### config.mk
export PLATFORM = sky130hd
export DESIGN_NAME = seq_gen_param
export DESIGN_NICKNAME = d
export VERILOG_FILES = /design/src/rtl/seq_gen_pkg.sv /design/src/rtl/seq_lfsr.sv /design/src/rtl/seq_gen_param.sv
export SDC_FILE = /design/constraint.sdc
export NUM_CORES = 1
export LEC_CHECK = 0
export ABC_CLOCK_PERIOD_IN_PS = 2420
export CAP_MARGIN = 40
export CORE_MARGIN = 4
export CORE_UTILIZATION = 25
export DETAILED_ROUTE_END_ITERATION = 16
export GPL_TIMING_DRIVEN = 0
export HOLD_SLACK_MARGIN = 0.02
export PLACE_DENSITY = 0.42
export SETUP_SLACK_MARGIN = 0.05
export SLEW_MARGIN = 20
export SYNTH_ARGS = -nofsm -noshare
export SYNTH_HDL_FRONTEND = slang
export SYNTH_SLANG_ARGS = --single-unit
### constraint.sdc
create_clock -name clk_i -period 2.42 [get_ports clk_i]
set_input_delay 0.363 -clock clk_i [delete_from_list [all_inputs] [get_ports clk_i]]
set_output_delay 0.363 -clock clk_i [all_outputs]
set_load 0.02 [all_outputs]
### src/rtl/seq_gen_pkg.sv
// Shared definitions for the parametrised serial sequence generator.
//   MODE_*   : values of the mode input (loop, one-shot, PRBS, reserved)
//   state_e  : FSM state encoding, also exported on the debug state port
package seq_gen_pkg;

  localparam logic [1:0] MODE_LOOP = 2'b00;
  localparam logic [1:0] MODE_ONE  = 2'b01;
  localparam logic [1:0] MODE_PRBS = 2'b10;
  localparam logic [1:0] MODE_RSV  = 2'b11;

  typedef enum logic [1:0] {
    ST_IDLE = 2'b00,
    ST_RUN  = 2'b01,
    ST_FIN  = 2'b10
  } state_e;

endpackage

### src/rtl/seq_lfsr.sv
// Fibonacci-style LFSR used as the PRBS source.
//   clk_i         : clock, rising edge
//   rst_ni        : synchronous active-low reset, loads RST_SEED (0 -> 1)
//   load_i        : latch seed_i as both the running state and the reference seed
//   seed_i        : new seed; an all-zero seed is replaced by 1 (LFSR lock-up state)
//   step_i        : advance one position: s <= {s[W-2:0], ^(s & TAPS)}
//   msb_o         : current state MSB (the bit emitted for this position)
//   seed_match_o  : current state equals the stored seed (start of a period)
module seq_lfsr #(
  parameter int unsigned      WIDTH    = 8,
  parameter logic [WIDTH-1:0] TAPS     = WIDTH'(8'hB8),
  parameter logic [WIDTH-1:0] RST_SEED = WIDTH'(8'b1011_0010)
) (
  input  logic             clk_i,
  input  logic             rst_ni,
  input  logic             load_i,
  input  logic [WIDTH-1:0] seed_i,
  input  logic             step_i,
  output logic             msb_o,
  output logic             seed_match_o
);

  localparam logic [WIDTH-1:0] RST_FIX = (RST_SEED == '0) ? WIDTH'(1) : RST_SEED;

  logic [WIDTH-1:0] s_q;
  logic [WIDTH-1:0] seed_q;
  logic [WIDTH-1:0] seed_fix;

  assign seed_fix = (seed_i == '0) ? WIDTH'(1) : seed_i;

  always_ff @(posedge clk_i) begin
    if (!rst_ni) begin
      s_q    <= RST_FIX;
      seed_q <= RST_FIX;
    end else if (load_i) begin
      s_q    <= seed_fix;
      seed_q <= seed_fix;
    end else if (step_i) begin
      s_q <= {s_q[WIDTH-2:0], ^(s_q & TAPS)};
    end
  end

  assign msb_o        = s_q[WIDTH-1];
  assign seed_match_o = (s_q == seed_q);

endmodule

### src/rtl/seq_gen_param.sv
// Parametrised serial sequence generator.
// Emits a programmable pattern (1..WIDTH bits, MSB first) in loop or one-shot
// mode, or a PRBS from an LFSR, with enable/pause, runtime load and framing.
//   clk_i         : clock, all logic on rising edge
//   rst_ni        : synchronous reset, active-low (highest priority)
//   en_i          : start from IDLE / advance one bit in RUN
//   load_i        : latch pat_i/len_i/mode_i and abort to IDLE
//   mode_i        : 00 loop, 01 one-shot, 10 PRBS, 11 reserved (stays idle)
//   pat_i         : pattern (low len bits used) or LFSR seed
//   len_i         : pattern length; 0 or > WIDTH clamps to WIDTH
//   seq_o         : serial bit (registered)
//   seq_valid_o   : seq_o is a new bit this cycle
//   frame_start_o : the valid bit is the first of a period
//   done_o        : one-shot finished (sticky until load or reset)
//   dbg_state_o   : current FSM state (state_e encoding)
// Handshake: there is no back-pressure. Every edge with en_i=1 in RUN yields
// exactly one bit with seq_valid_o=1 in the following cycle; en_i=0 pauses.
module seq_gen_param
  import seq_gen_pkg::*;
#(
  parameter int unsigned      WIDTH   = 8,
  parameter logic [WIDTH-1:0] DEF_PAT = WIDTH'(8'b1011_0010),
  parameter logic [WIDTH-1:0] TAPS    = WIDTH'(8'hB8),
  parameter int unsigned      LW      = $clog2(WIDTH) + 1
) (
  input  logic             clk_i,
  input  logic             rst_ni,
  input  logic             en_i,
  input  logic             load_i,
  input  logic [1:0]       mode_i,
  input  logic [WIDTH-1:0] pat_i,
  input  logic [LW-1:0]    len_i,
  output logic             seq_o,
  output logic             seq_valid_o,
  output logic             frame_start_o,
  output logic             done_o,
  output logic [1:0]       dbg_state_o
);

  state_e           state_q;
  logic [WIDTH-1:0] pat_q;
  logic [LW-1:0]    len_q;
  logic [LW-1:0]    idx_q;   // index of the next pattern bit to emit
  logic [1:0]       mode_q;
  logic             seq_q;
  logic             valid_q;
  logic             fs_q;
  logic             done_q;

  logic [LW-1:0]    len_clamped;
  logic [LW-1:0]    last_idx;
  logic [LW-1:0]    idx_wrap;
  logic [WIDTH-1:0] pat_shift;
  logic             pat_bit;
  logic             lfsr_msb;
  logic             lfsr_match;
  logic             lfsr_step;
  logic             emit_go;
  logic             one_shot_end;

  always_comb begin
    len_clamped = len_i;
    if (len_i == '0 || len_i > LW'(WIDTH)) begin
      len_clamped = LW'(WIDTH);
    end
  end

  assign last_idx  = len_q - LW'(1);
  assign idx_wrap  = (idx_q == '0) ? last_idx : idx_q - LW'(1);
  assign pat_shift = pat_q >> idx_q;
  assign pat_bit   = pat_shift[0];

  // idx_q sits at last_idx whenever the FSM is idle, so in RUN a one-shot
  // pattern is exhausted exactly when the index has wrapped back to last_idx.
  assign one_shot_end = (mode_q == MODE_ONE) && (idx_q == last_idx);

  // A new bit is produced on this edge (start from IDLE or step in RUN).
  assign emit_go = rst_ni && !load_i && en_i &&
                   (((state_q == ST_IDLE) && (mode_q != MODE_RSV)) ||
                    ((state_q == ST_RUN) && !one_shot_end));

  assign lfsr_step = emit_go && (mode_q == MODE_PRBS);

  seq_lfsr #(
    .WIDTH    (WIDTH),
    .TAPS     (TAPS),
    .RST_SEED (DEF_PAT)
  ) u_lfsr (
    .clk_i        (clk_i),
    .rst_ni       (rst_ni),
    .load_i       (load_i),
    .seed_i       (pat_i),
    .step_i       (lfsr_step),
    .msb_o        (lfsr_msb),
    .seed_match_o (lfsr_match)
  );

  always_ff @(posedge clk_i) begin
    if (!rst_ni) begin
      state_q <= ST_IDLE;
      pat_q   <= DEF_PAT;
      len_q   <= LW'(WIDTH);
      idx_q   <= LW'(WIDTH - 1);
      mode_q  <= MODE_LOOP;
      seq_q   <= 1'b0;
      valid_q <= 1'b0;
      fs_q    <= 1'b0;
      done_q  <= 1'b0;
    end else if (load_i) begin
      state_q <= ST_IDLE;
      pat_q   <= pat_i;
      len_q   <= len_clamped;
      idx_q   <= len_clamped - LW'(1);
      mode_q  <= mode_i;
      seq_q   <= 1'b0;
      valid_q <= 1'b0;
      fs_q    <= 1'b0;
      done_q  <= 1'b0;
    end else begin
      case (state_q)
        ST_IDLE: begin
          seq_q   <= 1'b0;
          valid_q <= 1'b0;
          fs_q    <= 1'b0;
          if (emit_go) state_q <= ST_RUN;
        end
        ST_RUN: begin
          // Paused or finishing: seq_q holds unless the one-shot ends.
          valid_q <= 1'b0;
          fs_q    <= 1'b0;
          if (en_i && one_shot_end) begin
            state_q <= ST_FIN;
            seq_q   <= 1'b0;
            done_q  <= 1'b1;
          end
        end
        ST_FIN: begin
          seq_q   <= 1'b0;
          valid_q <= 1'b0;
          fs_q    <= 1'b0;
          done_q  <= 1'b1;
        end
        default: state_q <= ST_IDLE;
      endcase
      // Bit emission overrides the per-state defaults above.
      if (emit_go) begin
        valid_q <= 1'b1;
        if (mode_q == MODE_PRBS) begin
          seq_q <= lfsr_msb;
          fs_q  <= lfsr_match;
        end else begin
          seq_q <= pat_bit;
          fs_q  <= (idx_q == last_idx);
          idx_q <= idx_wrap;
        end
      end
    end
  end

  assign seq_o         = seq_q;
  assign seq_valid_o   = valid_q;
  assign frame_start_o = fs_q;
  assign done_o        = done_q;
  assign dbg_state_o   = state_q;

endmodule

==> key figures, run 1 <==
Outcome
  • Status: finished clean

Clock network
  • Root Driver: clkbuf_8
  • Clock buffer depth: 2
  • Hold Buf Count CTS: 0
  • Clk_lat worst skew: 300 ps
  • Num Clock Sinks: 40
  • Num CTS Buffers: 5
  • Resize count post-CTS: 0
  • TritonCTS clock tree: built
  • Number of buffers added for setup after CTS: 0
  • H-tree levels: 2
  • Worst-path clk slew: 80 ps

Synth
  • Synth area leader: dfxtp_1
  • Synth Area per Inst: 9.001 um2
  • Count of different cell masters after synthesis: 49
  • Post-Syn Nets: 253
  • Main flop type after synthesis: dfxtp_1
  • Syn. warnings: 0
  • Cell Area, Synth: 0.002088 mm2
  • #FFs+latches synth: 40
  • Leading post-synthesis cells by cell area: dfxtp_1 38%, mux2i_1 5.3%, xor2_1 4.6%, nand2_1 3.4%, inv_1 3.2%
  • Gate Count Post-Synth: 232
  • Synth top area share: 0.3835
  • EDFF count, synth: 0
  • Ys async rst share: 0
  • Post-synth top cells: 40 x dfxtp_1, 19 x nand2_1, 18 x inv_1
  • Part of the Yosys area used for sequential elements: 0.3835
  • Most common cell in the synthesized netlist: dfxtp_1

Route
  • Vias/cell: 4.490
  • Pre-antenna DRT Iters: 4
  • DR WL/cell: 13.68 um
  • Detail Route Antenna Nets: 0
  • Vias post-DR: 1648
  • DRT Wirelength: 5021 um
  • Initial DRC count: 78
  • # DRC: 0

Layout
  • Share of cells above drive strength 1: 0.09924
  • Sequential Area: 800.8 um2
  • Fillers: 879
  • Finished Cell Area: 0.002561 mm2
  • Area Growth Syn to Fin: 22.65%
  • Area of the multi-input gates: 0.001134 mm2
  • ANT cells: 0
  • Nets@finish: 282

Place
  • Placer Congestion: 0.7321
  • Placement Cell Area: 0.002440 mm2
  • Final HPWL DP: 3845 um
  • Port-buffer cells: 22

Pwr
  • Power Dens Cells: 607.2 mW/mm2
  • Peak supply drop: 0.1866 mV
  • P_leak: 1.024 nW

Setup path
  • CP Depth: 7
  • Slowest CP cell: dfxtp_1
  • Critical Path Source Type: flip-flop
  • Top cell family by delay on the critical path: flip-flops
  • Worst setup EP type: flip-flop
  • Crit path kind: flip-flop to flip-flop
  • Reg2Reg Depth: 7
  • Critical path cell sequence: inv_1, ha_1, xnor2_1, nor3_2, a31o_4, mux2i_1, o211ai_2
  • Critical path arrival: 2150 ps
  • Critical path's largest stage delay: 400 ps
  • CP Max Fanout: 7
  • Worst EP required: 2580 ps
  • CP bufs+invs: 1

Timing
  • Endpoints failing hold: 0
  • Achievable Freq: 500.7 MHz
  • Final period util: 0.8253
  • Min Tclk post-route: 1997 ps
  • Measured slew at the worst slew-check pin: 575.5 ps
  • Slew HR: 0.6163
  • Setup_tns: 0 ps
  • # setup viols final: 0
  • Clock skew: 12.68 ps
  • RSZ-0062 raised after global routing: no
  • WHS: 449.6 ps
  • Pins Over Slew Limit: 0

Die
  • Die ar.: 0.009879 mm2
  • Num rows: 33
  • Core ar.: 0.008175 mm2
  • Initial Util: 0.2554
  • Die X: 99.40 um
  • Die height: 99.40 um
  • Ports: 24

Global route
  • Total gr overflow: 0
  • Total global-route track usage: 0.1097
  • Number of antenna violations at the first check in global routing: 0
  • First-pass GRT wire length: 8418 um
  • Largest net degree at the start of global routing: 14
  • Vias in the first global route: 1591

Job
  • Max cap viols: 0

Hold path
  • Hold depth: 2
  • Worst hold path type: flip-flop to flip-flop
-- metrics by stage --
stage | cells | power (mW) | util | worst slack [ps]
floorplan | 232 | 0.8964 | - | 649.6
detailed placement | 359 | 0.9794 | 0.2984 | 205.4
global placement | 359 | 0.9823 | 0.2984 | 196.5
global route | 367 | 1.638 | 0.3133 | 267.1
finish | 367 | 1.555 | 0.3133 | 422.8
CTS | 367 | 1.580 | 0.3133 | 423.2
-- layout by cell type, fill, tap and decap left out, types with 2 or more instances in the layout --
cell / Yosys / layout
clkdlybuf4s50_1: 0 / 22
a211oi_1: 2 / 2
nand2_1: 19 / 19
inv_1: 18 / 18
a21oi_1: 8 / 8
a31oi_1: 2 / 2
nor4_1: 3 / 3
nor2b_1: 6 / 6
a21boi_0: 8 / 8
and2_1: 3 / 3
o21ai_0: 12 / 12
buf_2: 2 / 2
dfxtp_1: 40 / 40
mux2i_1: 11 / 11
nor3_2: 3 / 3
clkbuf_8: 3 / 9
ha_1: 3 / 3
nand3_1: 12 / 12
mux2_2: 2 / 2
clkbuf_1: 3 / 3
nor3_1: 3 / 3
xnor2_1: 7 / 7
o21a_1: 2 / 2
nor2_1: 14 / 14
o311a_1: 2 / 2
xor2_1: 11 / 11
nand2b_1: 10 / 10
-- registers in the layout (all words and copies together) (netlist names) --
register / flops
len_q: 4
u_lfsr.seed_q: 8
seq_valid_o: 1
idx_q: 4
frame_start_o: 1
mode_q: 2
seq_o: 1
pat_q: 8
done_o: 1
u_lfsr.s_q: 8
dbg_state_o: 2
-- cell families (layout without fill, tap and decap cells) --
kind of cell               count (synthesis)  count (layout)  share of synthesized area
and+or+nand+nor                           80              80                     0.2031
AOI/OAI and AO/OA                         47              47                     0.1606
DFF                                       40              40                     0.3835
buffers and inverters                     29              59                    0.07369
xor gates and xnor gates                  19              19                    0.08688
muxes                                     14              14                    0.07430
adders and majority gates                  3               3                    0.01798
-- layout make-up --
type | instances | area share
clock inverters | 2 | 0.01514
repair buffers | 22 | 0.08598
plain buffers | 11 | 0.03371
inverters | 18 | 0.02638
well taps | 105 | 0.05129
multi-input cells | 163 | 0.4426
clock buffers | 6 | 0.03224
flip-flops and latches | 40 | 0.3127
-- power breakdown --
part	internal (mW)	switching [mW]	leakage (nW)	total [mW]
registers	0.694	0.0318	0.330	0.725
logic	0.118	0.118	0.632	0.237
clock network	0.338	0.255	0.0614	0.593
total	1.15	0.405	1.02	1.56
-- worst min-delay path, stage by stage, from the launching register on --
cell     delay, ps
dfxtp_1        320
inv_1           50
a21oi_1         50
-- path summary, 6_finish.rpt --
check	start	to	slack [ps]
worst min-delay path	done_o	done_o	450
worst max register to register	len_q[0]	idx_q[2]	420
worst max-delay path	len_q[0]	idx_q[2]	420
worst min register to register	done_o	done_o	450
-- layer usage --
layer | track usage | vias to the layer above | wire length, um
met5 | 0 | - | 0
met4 | 0.04097 | 0 | 89
met3 | 0.02174 | 6 | 146
met2 | 0.1643 | 22 | 2175
met1 | 0.1555 | 764 | 2609
li1 | - | 856 | -
No activity file was read; power rests on OpenSTA's default activity.
==> run 2: changes to the inputs <==
Settings changed: ABC_CLOCK_PERIOD_IN_PS 2420 to 1700, PLACE_DENSITY 0.42 to 0.43.
Clock period 2.42 ns to 1.7 ns, I/O delays scaled along.
==> run 2 against run 1 <==
Register-to-register slack worse by 410 ps. Clock skew down 4.3 ps. Global-route usage down 0.20 points. Sequential share of layout area decreased by 1.3 points. Routed wire length up 5.1%. First-iteration DRC count decreased by 24%.
==> key figures, run 2 (synthesis results as in run 1) <==
Clock network
  • Worst-path clk slew: 90 ps (was 80 ps)
  • Hold Buf Count CTS: 0 (unchanged)
  • Num Clock Sinks: 40 (unchanged)
  • H-tree levels: 2 (unchanged)
  • Clock buffer depth: 2 (unchanged)
  • Clk_lat worst skew: 300 ps (about the same)
  • TritonCTS clock tree: built (unchanged)
  • Num CTS Buffers: 5 (unchanged)
  • Root Driver: clkbuf_8 (unchanged)

Setup path
  • RR Endpoint: idx_q[2] (unchanged)
  • R2R setup slack: 10 ps (was 420 ps)
  • Worst setup EP type: flip-flop (unchanged)
  • Worst EP required: 1850 ps (was 2580 ps)
  • Critical Path Source Type: flip-flop (unchanged)
  • Reg2Reg Depth: 5 (was 7)
  • Critical path arrival: 1840 ps (was 2150 ps)
  • CP Max Fanout: 6 (was 7)
  • Crit path kind: flip-flop to flip-flop (unchanged)
  • Reg2reg start: idx_q[2] (was len_q[0])

Layout
  • Most common cell after layout, fill and taps aside: dfxtp_1 (unchanged)
  • ANT cells: 0 (unchanged)
  • Nets@finish: 290 (was 282)
  • Finished Layout Cells: 375 (was 367)
  • Fillers: 870 (was 879)
  • Most frequent cells in the layout: 31 x dfxtp_1, 20 x clkdlybuf4s50_1, 19 x nand2_1 (was 40 x dfxtp_1, 22 x clkdlybuf4s50_1, 19 x nand2_1)
  • Share of cells above drive strength 1: 0.1963 (was 0.09924)
  • Final Core Density: 0.3335 (was 0.3133)
  • Finished Cell Area: 0.002726 mm2 (was 0.002561 mm2)
  • Top Registers: pat_q (8), u_lfsr.s_q (8), u_lfsr.seed_q (8) (unchanged)
  • Area Growth Syn to Fin: 30.56% (was 22.65%)

Pwr
  • P_leak: 1.094 nW (was 1.024 nW)
  • Design Power: 2.244 mW (was 1.555 mW)
  • Power Dens Cells: 823.2 mW/mm2 (was 607.2 mW/mm2)
  • Peak supply drop: 0.3049 mV (was 0.1866 mV)

Global route
  • Vias in the first global route: 1627 (was 1591)
  • First-pass GRT wire length: 8355 um (was 8418 um)
  • Largest net degree at the start of global routing: 15 (was 14)
  • Number of antenna violations at the first check in global routing: 0 (unchanged)
  • Total gr overflow: 0 (unchanged)
  • Total global-route track usage: 0.1078 (was 0.1097)

Route
  • # DRC: 0 (unchanged)
  • Initial DRC count: 59 (was 78)
  • DRT Wirelength: 5277 um (was 5021 um)
  • Vias/cell: 4.501 (was 4.490)
  • Pre-antenna DRT Iters: 4 (unchanged)
  • DR WL/cell: 14.07 um (was 13.68 um)
  • Vias post-DR: 1688 (was 1648)
  • Detail Route Antenna Nets: 0 (unchanged)

Place
  • Post-placement setup slack: -424.7 ps (was 205.4 ps)
  • Placer Congestion: 0.7412 (was 0.7321)
  • Dpl cells: 359 (unchanged)
  • Final HPWL DP: 3855 um (was 3845 um)
  • Placement Cell Area: 0.002449 mm2 (was 0.002440 mm2)
  • Port-buffer cells: 22 (unchanged)

Timing
  • WHS: 340.9 ps (was 449.6 ps)
  • Endpoints failing hold: 0 (unchanged)
  • RSZ-0062 raised after global routing: yes (was no)
  • Setup_tns: 0 ps (unchanged)
  • Pins Over Slew Limit: 0 (unchanged)
  • Measured slew at the worst slew-check pin: 575.9 ps (was 575.5 ps)
  • Final period util: 0.9933 (was 0.8253)
  • Clock skew: 8.333 ps (was 12.68 ps)
  • # setup viols final: 0 (unchanged)
  • Worst Slack Setup Final: 11.38 ps (was 422.8 ps)
  • Achievable Freq: 592.2 MHz (was 500.7 MHz)
  • Slew HR: 0.6161 (was 0.6163)
  • Min Tclk post-route: 1689 ps (was 1997 ps)

Hold path
  • Worst Hold End: mode_q[1] (was done_o)
  • Worst hold path type: input pin to flip-flop (was flip-flop to flip-flop)
  • Hold depth: 3 (was 2)
  • Hold path start: load_i (was done_o)

Die
  • Initial Util: 0.2554 (unchanged)
  • Die height: 99.40 um (unchanged)
  • Core ar.: 0.008175 mm2 (unchanged)
  • Die X: 99.40 um (unchanged)
  • Ports: 24 (unchanged)
  • Num rows: 33 (unchanged)
  • Die ar.: 0.009879 mm2 (unchanged)

Outcome
  • Status: finished clean (unchanged)

Job
  • Max cap viols: 0 (unchanged)
run 2: worst max-delay path by stage:
stage / end / slack [ps] / from / depth (start not counted)
floorplan: idx_q[2] / 20 / idx_q[2] / 5
global placement: idx_q[1] / -420 / en_i / 5
detailed placement: idx_q[1] / -420 / en_i / 5
CTS: idx_q[2] / 1 / idx_q[2] / 5
global route: idx_q[2] / -70 / idx_q[2] / 5
finish: idx_q[2] / 10 / idx_q[2] / 5
run 2: layout make-up:
type	count	area, um2	share of cell area
Clock inverter	3	46.29	0.01698
Inverter	18	67.56	0.02478
Buffer	11	93.84	0.03442
Tap cell	105	131.4	0.04819
Multi-Input combinational cell	163	1211	0.4442
Clock buffer	5	68.82	0.02524
Timing Repair Buffer	30	290.3	0.1065
Sequential cell	40	817.0	0.2997
run 2: per-layer routing:
metal	part of all wire	global-route usage
met2	0.46	0.1720
met5	0	0
met4	0.013	0.03151
met1	0.49	0.1455
met3	0.030	0.02454
run 2: critical path, cell delays in order (launching register included):
cell and delay, ps:
dfxtp_4 380, xor3_1 460, nor3_4 190, a31o_4 230, mux2i_1 220, o211ai_2 80
run 2: repair_timing:
action                     in CTS  in global routing
resized for setup              16                 12
pin swaps                       3                  5
buffers inserted                4                  4
setup endpoints to repair      16                 12
hold endpoints to repair        0                  0
run 2: power breakdown:
group / total (mW) / switching [mW] / leakage [nW] / internal (mW)
logic: 0.402 / 0.192 / 0.707 / 0.211
registers: 1.04 / 0.0473 / 0.332 / 0.988
clock network: 0.807 / 0.364 / 0.0548 / 0.442
